File: src/rtl/sp_fifo_pkg.sv
// sp_fifo_pkg: shared constants and grant type for the
// single-port RAM FIFO controller.
package sp_fifo_pkg;

   localparam int WIDTH_D = 16;
   localparam int DEPTH_D = 512;
   localparam int AW_D    = 9;

   typedef enum logic [1:0] {
      GNT_NONE = 2'd0,
      GNT_RD   = 2'd1,
      GNT_WR   = 2'd2
   } gnt_t;

endpackage

File: src/rtl/sp_fifo_prefetch_buf.sv
// sp_fifo_prefetch_buf: 2-entry in-order buffer, append and pop
// in the same cycle. Ports: push/push_data, pop, head, count.
module sp_fifo_prefetch_buf #(
   parameter int WIDTH = 16
) (
   input  logic             clock,
   input  logic             reset_n,
   input  logic             push,
   input  logic [WIDTH-1:0] push_data,
   input  logic             pop,
   output logic [WIDTH-1:0] head,
   output logic [1:0]       count
);

   logic [WIDTH-1:0] e0;
   logic [WIDTH-1:0] e1;
   logic             do_pop;
   logic             do_push;

   assign do_pop  = pop && (count != 2'd0);
   assign do_push = push && ((count != 2'd2) || do_pop);
   assign head    = e0;

   always_ff @(posedge clock or negedge reset_n) begin
      if (!reset_n) begin
         e0    <= '0;
         e1    <= '0;
         count <= 2'd0;
      end else begin
         unique case ({do_push, do_pop})
            2'b11: begin
               if (count == 2'd1) begin
                  e0 <= push_data;
               end else begin
                  e0 <= e1;
                  e1 <= push_data;
               end
            end
            2'b01: begin
               e0    <= e1;
               count <= count - 2'd1;
            end
            2'b10: begin
               if (count == 2'd0) e0 <= push_data;
               else               e1 <= push_data;
               count <= count + 2'd1;
            end
            default: ;
         endcase
      end
   end

endmodule

File: src/rtl/sp_ram_fifo_ctrl.sv
// sp_ram_fifo_ctrl: valid/ready FIFO over one single-port RAM.
// Ports: in_*/out_* streams, level, mem_* macro pins.
// Optional SP_FIFO_BYPASS_EN: wbuf -> pf when RAM is empty.
module sp_ram_fifo_ctrl
   import sp_fifo_pkg::*;
#(
   parameter int WIDTH = WIDTH_D,
   parameter int DEPTH = DEPTH_D,
   parameter int AW    = AW_D
) (
   input  logic             clock,
   input  logic             reset_n,
   input  logic             in_valid,
   output logic             in_ready,
   input  logic [WIDTH-1:0] in_data,
   output logic             out_valid,
   input  logic             out_ready,
   output logic [WIDTH-1:0] out_data,
   output logic [AW+1:0]    level,
   output logic             mem_en,
   output logic             mem_wmode,
   output logic [AW-1:0]    mem_addr,
   output logic [WIDTH-1:0] mem_wdata,
   input  logic [WIDTH-1:0] mem_rdata
);

   localparam logic [AW:0] FULL_CNT = (AW+1)'(DEPTH);
   localparam int          LW       = AW + 2;

   logic             wbuf_vld;
   logic [WIDTH-1:0] wbuf_data;
   logic [AW-1:0]    wr_ptr;
   logic [AW-1:0]    rd_ptr;
   logic [AW:0]      ram_cnt;
   logic             rd_inflight;
   logic             prio;

   logic [1:0]       pf_cnt;
   logic [WIDTH-1:0] pf_head;
   logic             pf_push;
   logic [WIDTH-1:0] pf_din;

   logic             pop;
   logic             push;
   logic [2:0]       pf_occ;
   logic             pf_room;
   logic             wr_req;
   logic             rd_req;
   logic             byp;
   logic             conflict;
   gnt_t             gnt;
   logic             wr_go;
   logic             rd_go;

   assign out_valid = (pf_cnt != 2'd0);
   assign out_data  = pf_head;
   assign pop       = out_valid && out_ready;

   // Slots in pf that are taken or promised, after this pop.
   assign pf_occ  = {1'b0, pf_cnt} + {2'b0, rd_inflight};
   assign pf_room = (pf_occ - {2'b0, pop}) < 3'd2;

`ifdef SP_FIFO_BYPASS_EN
   assign byp = wbuf_vld && (ram_cnt == '0) &&
                !rd_inflight && pf_room;
`else
   assign byp = 1'b0;
`endif

   assign wr_req   = wbuf_vld && (ram_cnt < FULL_CNT) && !byp;
   assign rd_req   = (ram_cnt != '0) && pf_room;
   assign conflict = wr_req && rd_req;

   always_comb begin
      gnt = GNT_NONE;
      unique case ({wr_req, rd_req})
         2'b11:   gnt = prio ? GNT_WR : GNT_RD;
         2'b10:   gnt = GNT_WR;
         2'b01:   gnt = GNT_RD;
         default: gnt = GNT_NONE;
      endcase
   end

   assign wr_go = (gnt == GNT_WR);
   assign rd_go = (gnt == GNT_RD);

   assign mem_en    = wr_go || rd_go;
   assign mem_wmode = wr_go;
   assign mem_addr  = wr_go ? wr_ptr :
                      rd_go ? rd_ptr : '0;
   assign mem_wdata = wr_go ? wbuf_data : '0;

   assign in_ready = !wbuf_vld || wr_go || byp;
   assign push     = in_valid && in_ready;

   assign level = LW'(wbuf_vld) + LW'(ram_cnt) +
                  LW'(rd_inflight) + LW'(pf_cnt);

   always_ff @(posedge clock or negedge reset_n) begin
      if (!reset_n) begin
         wbuf_vld  <= 1'b0;
         wbuf_data <= '0;
      end else if (push) begin
         wbuf_vld  <= 1'b1;
         wbuf_data <= in_data;
      end else if (wr_go || byp) begin
         wbuf_vld  <= 1'b0;
      end
   end

   always_ff @(posedge clock or negedge reset_n) begin
      if (!reset_n) begin
         wr_ptr      <= '0;
         rd_ptr      <= '0;
         ram_cnt     <= '0;
         rd_inflight <= 1'b0;
         prio        <= 1'b0;
      end else begin
         if (wr_go) wr_ptr <= wr_ptr + 1'b1;
         if (rd_go) rd_ptr <= rd_ptr + 1'b1;
         if (wr_go)      ram_cnt <= ram_cnt + 1'b1;
         else if (rd_go) ram_cnt <= ram_cnt - 1'b1;
         rd_inflight <= rd_go;
         if (conflict) prio <= ~prio;
      end
   end

   // Read data lands the cycle after the grant; bypass only
   // happens with no read in flight, so the sources never collide.
   assign pf_push = rd_inflight || byp;
   assign pf_din  = rd_inflight ? mem_rdata : wbuf_data;

   sp_fifo_prefetch_buf #(
      .WIDTH (WIDTH)
   ) u_pf (
      .clock     (clock),
      .reset_n   (reset_n),
      .push      (pf_push),
      .push_data (pf_din),
      .pop       (pop),
      .head      (pf_head),
      .count     (pf_cnt)
   );

endmodule

File: config.mk
export PLATFORM = sky130hd
export DESIGN_NAME = sp_ram_fifo_ctrl
export DESIGN_NICKNAME = d
export VERILOG_FILES = /design/src/rtl/sp_fifo_pkg.sv /design/src/rtl/sp_fifo_prefetch_buf.sv /design/src/rtl/sp_ram_fifo_ctrl.sv
export SDC_FILE = /design/constraint.sdc
export NUM_CORES = 1
export LEC_CHECK = 0
export BUFFER_PORTS_ARGS = -buffer_cell sky130_fd_sc_hd__buf_2
export CORE_AREA = 4 4 105 107
export DETAILED_ROUTE_END_ITERATION = 10
export DIE_AREA = 0 0 109 111
export PLACE_DENSITY = 0.74
export SYNTH_ARGS = -nofsm -noshare
export SYNTH_HDL_FRONTEND = slang
export SYNTH_HIERARCHICAL = 1
export SYNTH_SLANG_ARGS = --single-unit
File: constraint.sdc
create_clock -name clock -period 4.15 [get_ports clock]
set_clock_uncertainty 0.15 [all_clocks]
set_input_delay 0 -clock clock [delete_from_list [all_inputs] [get_ports clock]]
set_output_delay 0 -clock clock [all_outputs]
set_load 0.05 [all_outputs]
Word-level counts from Yosys, hierarchy flattened

Cells that the tools add are included.

Bits in registers: 81
Input bits: 36
Output and inout bits: 56
Logic and storage cells: 75

$add $sub $neg: 11
Order comparisons: 2
Equality and inequality tests: 13
Mux-type cells: 17
Bitwise gates (word level): 1
Reduce and logical (&&, ||, !) cells: 21

Operators by type and width:

| cell                                                                  | number |
|---|---|
| 16-bit 2-to-1 mux                                                     | 6 |
| 16-bit one-hot mux with 3 select lines                                | 1 |
| 16-bit one-hot mux with 2 select lines                                | 1 |
| 10-bit 2-to-1 mux                                                     | 2 |
| 9-bit by 1-bit adder with 9-bit output, second input constant         | 2 |
| 9-bit 2-to-1 mux                                                      | 2 |
| 1-bit by 10-bit adder with 11-bit output                              | 1 |
| 11-bit by 1-bit adder with 11-bit output                              | 1 |
| 11-bit by 2-bit adder with 11-bit output                              | 1 |
| 10-bit by 1-bit adder with 10-bit output, second input constant       | 1 |
| 2-bit equality test, second input constant                            | 5 |
| 10-bit < comparator, second input constant                            | 1 |
| 10-bit nonzero test                                                   | 1 |
| 2-bit nonzero test                                                    | 5 |
| 10-bit by 1-bit subtractor with 10-bit output, second input constant  | 1 |
| 2-bit by 1-bit equality test with 1-bit output, second input constant | 4 |
| 1-bit logical AND                                                     | 7 |
| 2-bit inequality test, second input constant                          | 3 |
| 2-bit one-hot mux with 3 select lines                                 | 1 |
| 2-bit one-hot mux with 2 select lines                                 | 1 |
| 2-bit by 1-bit adder with 3-bit output                                | 1 |
| 1-bit logical OR                                                      | 3 |
| 3-bit by 2-bit < comparator with 1-bit output, second input constant  | 1 |
| 3-bit AND reduction                                                   | 1 |
| 11 further kinds                                                      | 12 |

Depth between registers and ports, before layout

Depth in word-level cells: 11
Gate-level depth with buffers: 18
Depth with buffers taken out: 17

Hierarchy

Netlist, hierarchy kept.

Modules (own cells, without submodules):

| module               | instances | cells each | area each (um^2) | seq. area each (um^2) |
|---|---|---|---|---|
| sp_ram_fifo_ctrl     | 1         | 300        | 3059.2           | 1176.1 |
| sp_fifo_prefetch_buf | 1         | 162        | 1963.1           | 850.8 |

Least setup slack after synthesis

OpenSTA, ideal clock, no wires.

Path kind: register to register
Start: register u_pf.count[1]
End: register ram_cnt[9]
Setup time: 104 ps
Arrival: 4424 ps
Data required time: 3896 ps
Setup slack: -528 ps
Cell stages (with the launch flop): 18
Path buffers: 0
Clock period less this slack: 4678 ps
Cells stage by stage: dfrtp_1 -> or2_2 -> and2_1 -> ha_1 -> nand2b_1 -> fa_1 -> xnor2_1 -> nand3_1 -> o21ai_0 -> inv_1 -> ha_1 -> inv_2 -> ha_1 -> and2_1 -> a221oi_4 -> mux2i_1 -> nand4_1 -> o311ai_1

Longest elaborated chain between the ends: 9
Elaborated cells on any way between the ends: 14
Classes of those cells: 2 x add/sub; 1 x order compare; 5 x eq/ne; 2 x mux; 4 x reduce/logical

Ends and longest elaborated chain:

| item                                                                                         | line                       | text |
|---|---|---|
| start, declared                                                                              | sp_fifo_prefetch_buf.sv:12 | `output logic [1:0] count` |
| start signal, assigned                                                                       | sp_fifo_prefetch_buf.sv:41 | `count <= count - 2'd1;` |
| start signal, assigned                                                                       | sp_fifo_prefetch_buf.sv:46 | `count <= count + 2'd1;` |
| 2-bit nonzero test *                                                                         | sp_ram_fifo_ctrl.sv:55     | `assign out_valid = (pf_cnt != 2'd0);` |
| net out_valid                                                                                | sp_ram_fifo_ctrl.sv:16     | `output logic out_valid,` |
| 1-bit logical AND *                                                                          | sp_ram_fifo_ctrl.sv:57     | `assign pop = out_valid && out_ready;` |
| net pop                                                                                      | sp_ram_fifo_ctrl.sv:43     | `logic pop;` |
| 3-bit by 1-bit subtractor with 3-bit output *                                                | sp_ram_fifo_ctrl.sv:61     | `assign pf_room = (pf_occ - {2'b0, pop}) < 3'd2;` |
| 3-bit by 2-bit < comparator with 1-bit output *                                              | sp_ram_fifo_ctrl.sv:61     |  |
| 1-bit logical AND *                                                                          | sp_ram_fifo_ctrl.sv:71     | `assign rd_req = (ram_cnt != '0) && pf_room;` |
| 2-bit by 1-bit equality test with 1-bit output / 2-bit equality test (equally long branches) | sp_ram_fifo_ctrl.sv:76     | `unique case ({wr_req, rd_req})` |
| 2-bit one-hot mux with 3 select lines *                                                      | sp_ram_fifo_ctrl.sv:76     |  |
| 2-bit equality test *                                                                        | sp_ram_fifo_ctrl.sv:84     | `assign wr_go = (gnt == GNT_WR);` |
| net mem_wmode                                                                                | sp_ram_fifo_ctrl.sv:21     | `output logic mem_wmode,` |
| 10-bit 2-to-1 mux / 2-bit nonzero test (equally long branches)                               | -                          |  |
| end signal, assigned                                                                         | sp_ram_fifo_ctrl.sv:121    | `if (wr_go) ram_cnt <= ram_cnt + 1'b1;` |
| end signal, assigned                                                                         | sp_ram_fifo_ctrl.sv:122    | `else if (rd_go) ram_cnt <= ram_cnt - 1'b1;` |
| end, declared                                                                                | sp_ram_fifo_ctrl.sv:34     | `logic [AW:0] ram_cnt;` |

The timed path passes the listed nets; every way through them passes the cells marked *.
A chain may end at the register's enable or synchronous reset.

Worst setup path in the final report

Start: register u_pf.count[0]
End: register ram_cnt[9]

Longest elaborated chain between the ends: 9
Elaborated cells on any way between the ends: 14
Classes of those cells: 2 x add/sub; 1 x order compare; 5 x eq/ne; 2 x mux; 4 x reduce/logical

Ends and longest elaborated chain:

| item                                                                                         | line |
|---|---|
| 2-bit nonzero test *                                                                         | sp_ram_fifo_ctrl.sv:55 |
| 1-bit logical AND *                                                                          | sp_ram_fifo_ctrl.sv:57 |
| net pop                                                                                      | sp_ram_fifo_ctrl.sv:43 |
| 3-bit by 1-bit subtractor with 3-bit output *                                                | sp_ram_fifo_ctrl.sv:61 |
| 3-bit by 2-bit < comparator with 1-bit output *                                              | sp_ram_fifo_ctrl.sv:61 |
| 1-bit logical AND *                                                                          | sp_ram_fifo_ctrl.sv:71 |
| 2-bit by 1-bit equality test with 1-bit output / 2-bit equality test (equally long branches) | sp_ram_fifo_ctrl.sv:76 |
| 2-bit one-hot mux with 3 select lines *                                                      | sp_ram_fifo_ctrl.sv:76 |
| 2-bit equality test / 2-bit by 1-bit equality test with 1-bit output (equally long branches) | sp_ram_fifo_ctrl.sv:84, sp_ram_fifo_ctrl.sv:85 |
| 10-bit 2-to-1 mux / 2-bit nonzero test (equally long branches)                               | - |

Marks and branches as above.

==> impl_results.md <==
- Vias per inst: 5.53
- Count of flip-flops with a built-in enable after synthesis: 0
- Syn-to-layout area delta: 23.6%
- Top Family by Delay on Critical Path: adder cells
- DRT Pass-1 Iters: 4
- GRT Util Overall: 21.1%
- Register area share after synthesis: 40.4%
- GP Congestion: 0.837
- Worst-Margin Slew: 1.19 ns
- Hold Vio Cnt, Final: 0
- Fmax: 251 MHz
- Number of max-cap violations: 0
- DRC viols: 0
- Mapped Cells: 462
- Period minus WS final: 3.98 ns
- Met3 usage: 3.96%
- CP required: 4.26 ns
- Gr busiest metal: met2
- Final worst path period share: 95.8%
- Outcome: completed
- Netlist cell types: 53
- CTS Sinks: 81
- Syn nets: 522
- Top cell type's share of synthesized area: 40.4%
- Vias in the first global route: 4207
- Fraction of layout cells with a size suffix above 1: 32.0%
- Placed cell areas: 5590 sq um
- Nets: 646
- CTS H-tree depth: 3
- GR Util met1: 27.7%
- Core area: 10100 sq um
- Initial antenna violation count: 0
- CTS tree: built
- Rel. slew slack: 20.4%
- Post-DRT Antenna Nets: 0
- FF+latch count, synth: 81
- Largest area contributor in the netlist: dfrtp_1
- First-pass GRT wire length: 20600 um
- Via count: 4022
- Worst-Skew Late Latency: 0.36 ns
- CP Class: flip-flop to flip-flop
- Crit-path max FO: 11
- Filler Cell Count: 811
- Root buffer cell: clkbuf_8
- Hold Crit Class: primary input to asynchronous set/reset pin
- Mapped cell area: 5020 sq um
- Die area: 12100 sq um
- Drt initial violations: 184
- Rows: 37
- Number of CTS-inserted buffers: 9
- Min Hold Slack: 0.218 ns
- Slowest cell on the critical path: dfrtp_1
- Startpoint types: flip-flop
- Ys async rst share: 100%
- Die Ht: 111 um
- Commonest non-fill, non-tap cells in the layout: buf_2, dfrtp_1, mux2_2
- Largest net degree at the start of global routing: 82
- Clk buf depth: 2
- Cell area after layout: 6210 sq um
- ANT cells: 0
- Ys flop type: dfrtp_1
- Fin. max-slew vios: 0
- Register clock-pin slew on the reported worst setup and hold paths: 0.08 ns
- # IOs: 92
- Initial Util: 49.5%
- Most common cell after layout, fill and taps aside: buf_2
- # port buffers: 91
- Gr ovfl total: 0
- Mean Syn Cell Area: 10.9 sq um
- Cells taking the most area after synthesis: dfrtp_1, mux2_2, ha_1
- Post-DP HPWL: 8110 um
- Dpl cells: 674
- Syn. warnings: 6
- CP peak stage delay: 0.38 ns
- Die Wd: 109 um
- M2 GR Usage: 34.9%
- Routed wire length: 12200 um
- Buf/Inv on CP: 2
- Final setup vio count: 0
- Layout Cells excl Fill: 727
- Crit path DAT: 4.08 ns
- Crit. End Element: flip-flop
- CP cell instances: or2_4, and2_1, ha_1, nand2b_1, fa_2, xnor2_2, nand3_2, o21ai_2, inv_1, ha_4, inv_6, ha_2, and2_2, a221oi_4, mux2i_1, nand4_1, o311ai_1
- Wire per inst: 16.8 um
## cell usage after synthesis, types with 2 or more instances
cell and count:
mux2_2 40, mux2_4 10, and2_1 18, o22ai_1 16, inv_1 13, buf_2 7
clkbuf_1 6, a22o_1 2, nor4_1 2, buf_1 2, a21oi_1 8, nand4_1 11
a211o_1 16, inv_2 2, o211ai_1 3, nor3_1 2, a211oi_1 2, xor2_1 12
o21a_1 4, a21o_1 6, buf_4 5, buf_6 4, o21ai_0 14, mux2i_1 19
dfrtp_1 81, fa_1 4, nor2b_1 19, xnor2_1 20, nand2b_1 3, a2bb2oi_1 16
nor2_1 14, ha_1 20, nand2_1 36, and3_1 6
## registers in the layout, indices dropped and copies added (netlist names)
register    count
wbuf_data      16
wr_ptr          9
prio            1
wbuf_vld        1
rd_ptr          9
u_pf/head      16
u_pf/e1        16
u_pf/count      2
pf_push         1
ram_cnt        10
## area by class of cell
type / count / area (sq um) / share of cell area (%)
Inverter: 15 / 61.3 / 0.988
Clock inverter: 6 / 90.1 / 1.45
Timing Repair Buffer: 137 / 888 / 14.3
Clock buffer: 10 / 138 / 2.22
Sequential cell: 81 / 2030 / 32.6
Tap cell: 136 / 170 / 2.74
Multi-Input combinational cell: 342 / 2830 / 45.6
## per-layer routing
layer / up-vias / wire length (um) / share of wire (%)
met1: 1979 / 5400 / 44
met4: 0 / 261 / 2.1
li1: 1906 / - / -
met2: 110 / 5990 / 49
met5: - / 0 / 0
met3: 27 / 588 / 4.8
## through the flow
stage / util (%) / TNS [ns] / worst slack (ns)
5_1_grt: 61.2 / -0.0616 / -0.0319
4_1_cts: 60.7 / 0 / 0.0285
3_5_place_dp: 55.1 / -0.136 / -0.0930
2_1_floorplan: - / -1.02 / -0.128
3_3_place_gp: 55.1 / 0 / 0.126
6_report: 61.2 / 0 / 0.173
## logic make-up (layout without fill, tap and decap cells)
family / count (synthesis) / in the layout / synth area share [%]
AOI/OAI and AO/OA: 97 / 97 / 14.5
muxes: 70 / 70 / 16.0
DFF: 81 / 81 / 40.4
adders and majority gates: 24 / 24 / 6.58
xor gates and xnor gates: 32 / 32 / 5.58
buffers and inverters: 39 / 168 / 4.06
and+or+nand+nor: 119 / 119 / 12.9
## final timing paths
check                                          start                        end  slack, ns  depth (start not counted)
max in group asynchronous                    reset_n      wr_ptr[8]$_DFFE_PN0P_       2.97                          2
setup reg to reg           u_pf/count[0]$_DFFE_PN0N_     ram_cnt[9]$_DFFE_PN0P_       0.17                         17
setup / recovery           u_pf/count[0]$_DFFE_PN0N_     ram_cnt[9]$_DFFE_PN0P_       0.17                         17
hold / removal                               reset_n   wbuf_data[6]$_DFFE_PN0P_       0.22                          2
min in group clock                       in_data[11]  wbuf_data[11]$_DFFE_PN0P_       0.25                          3
hold reg to reg                wr_ptr[8]$_DFFE_PN0P_      wr_ptr[8]$_DFFE_PN0P_       0.33                          1
## repair_timing
action	4_1_cts	5_1_grt
setup buffers	0	3
endpoints found under the setup margin	5	5
pin swaps	0	4
gates resized for setup	2	9
endpoints found under the hold margin	123	0
hold buffers	34	0
Power is left out: the tool's default activity adds up to more than one toggle a clock period on the data nets, which glitch-free logic cannot reach.
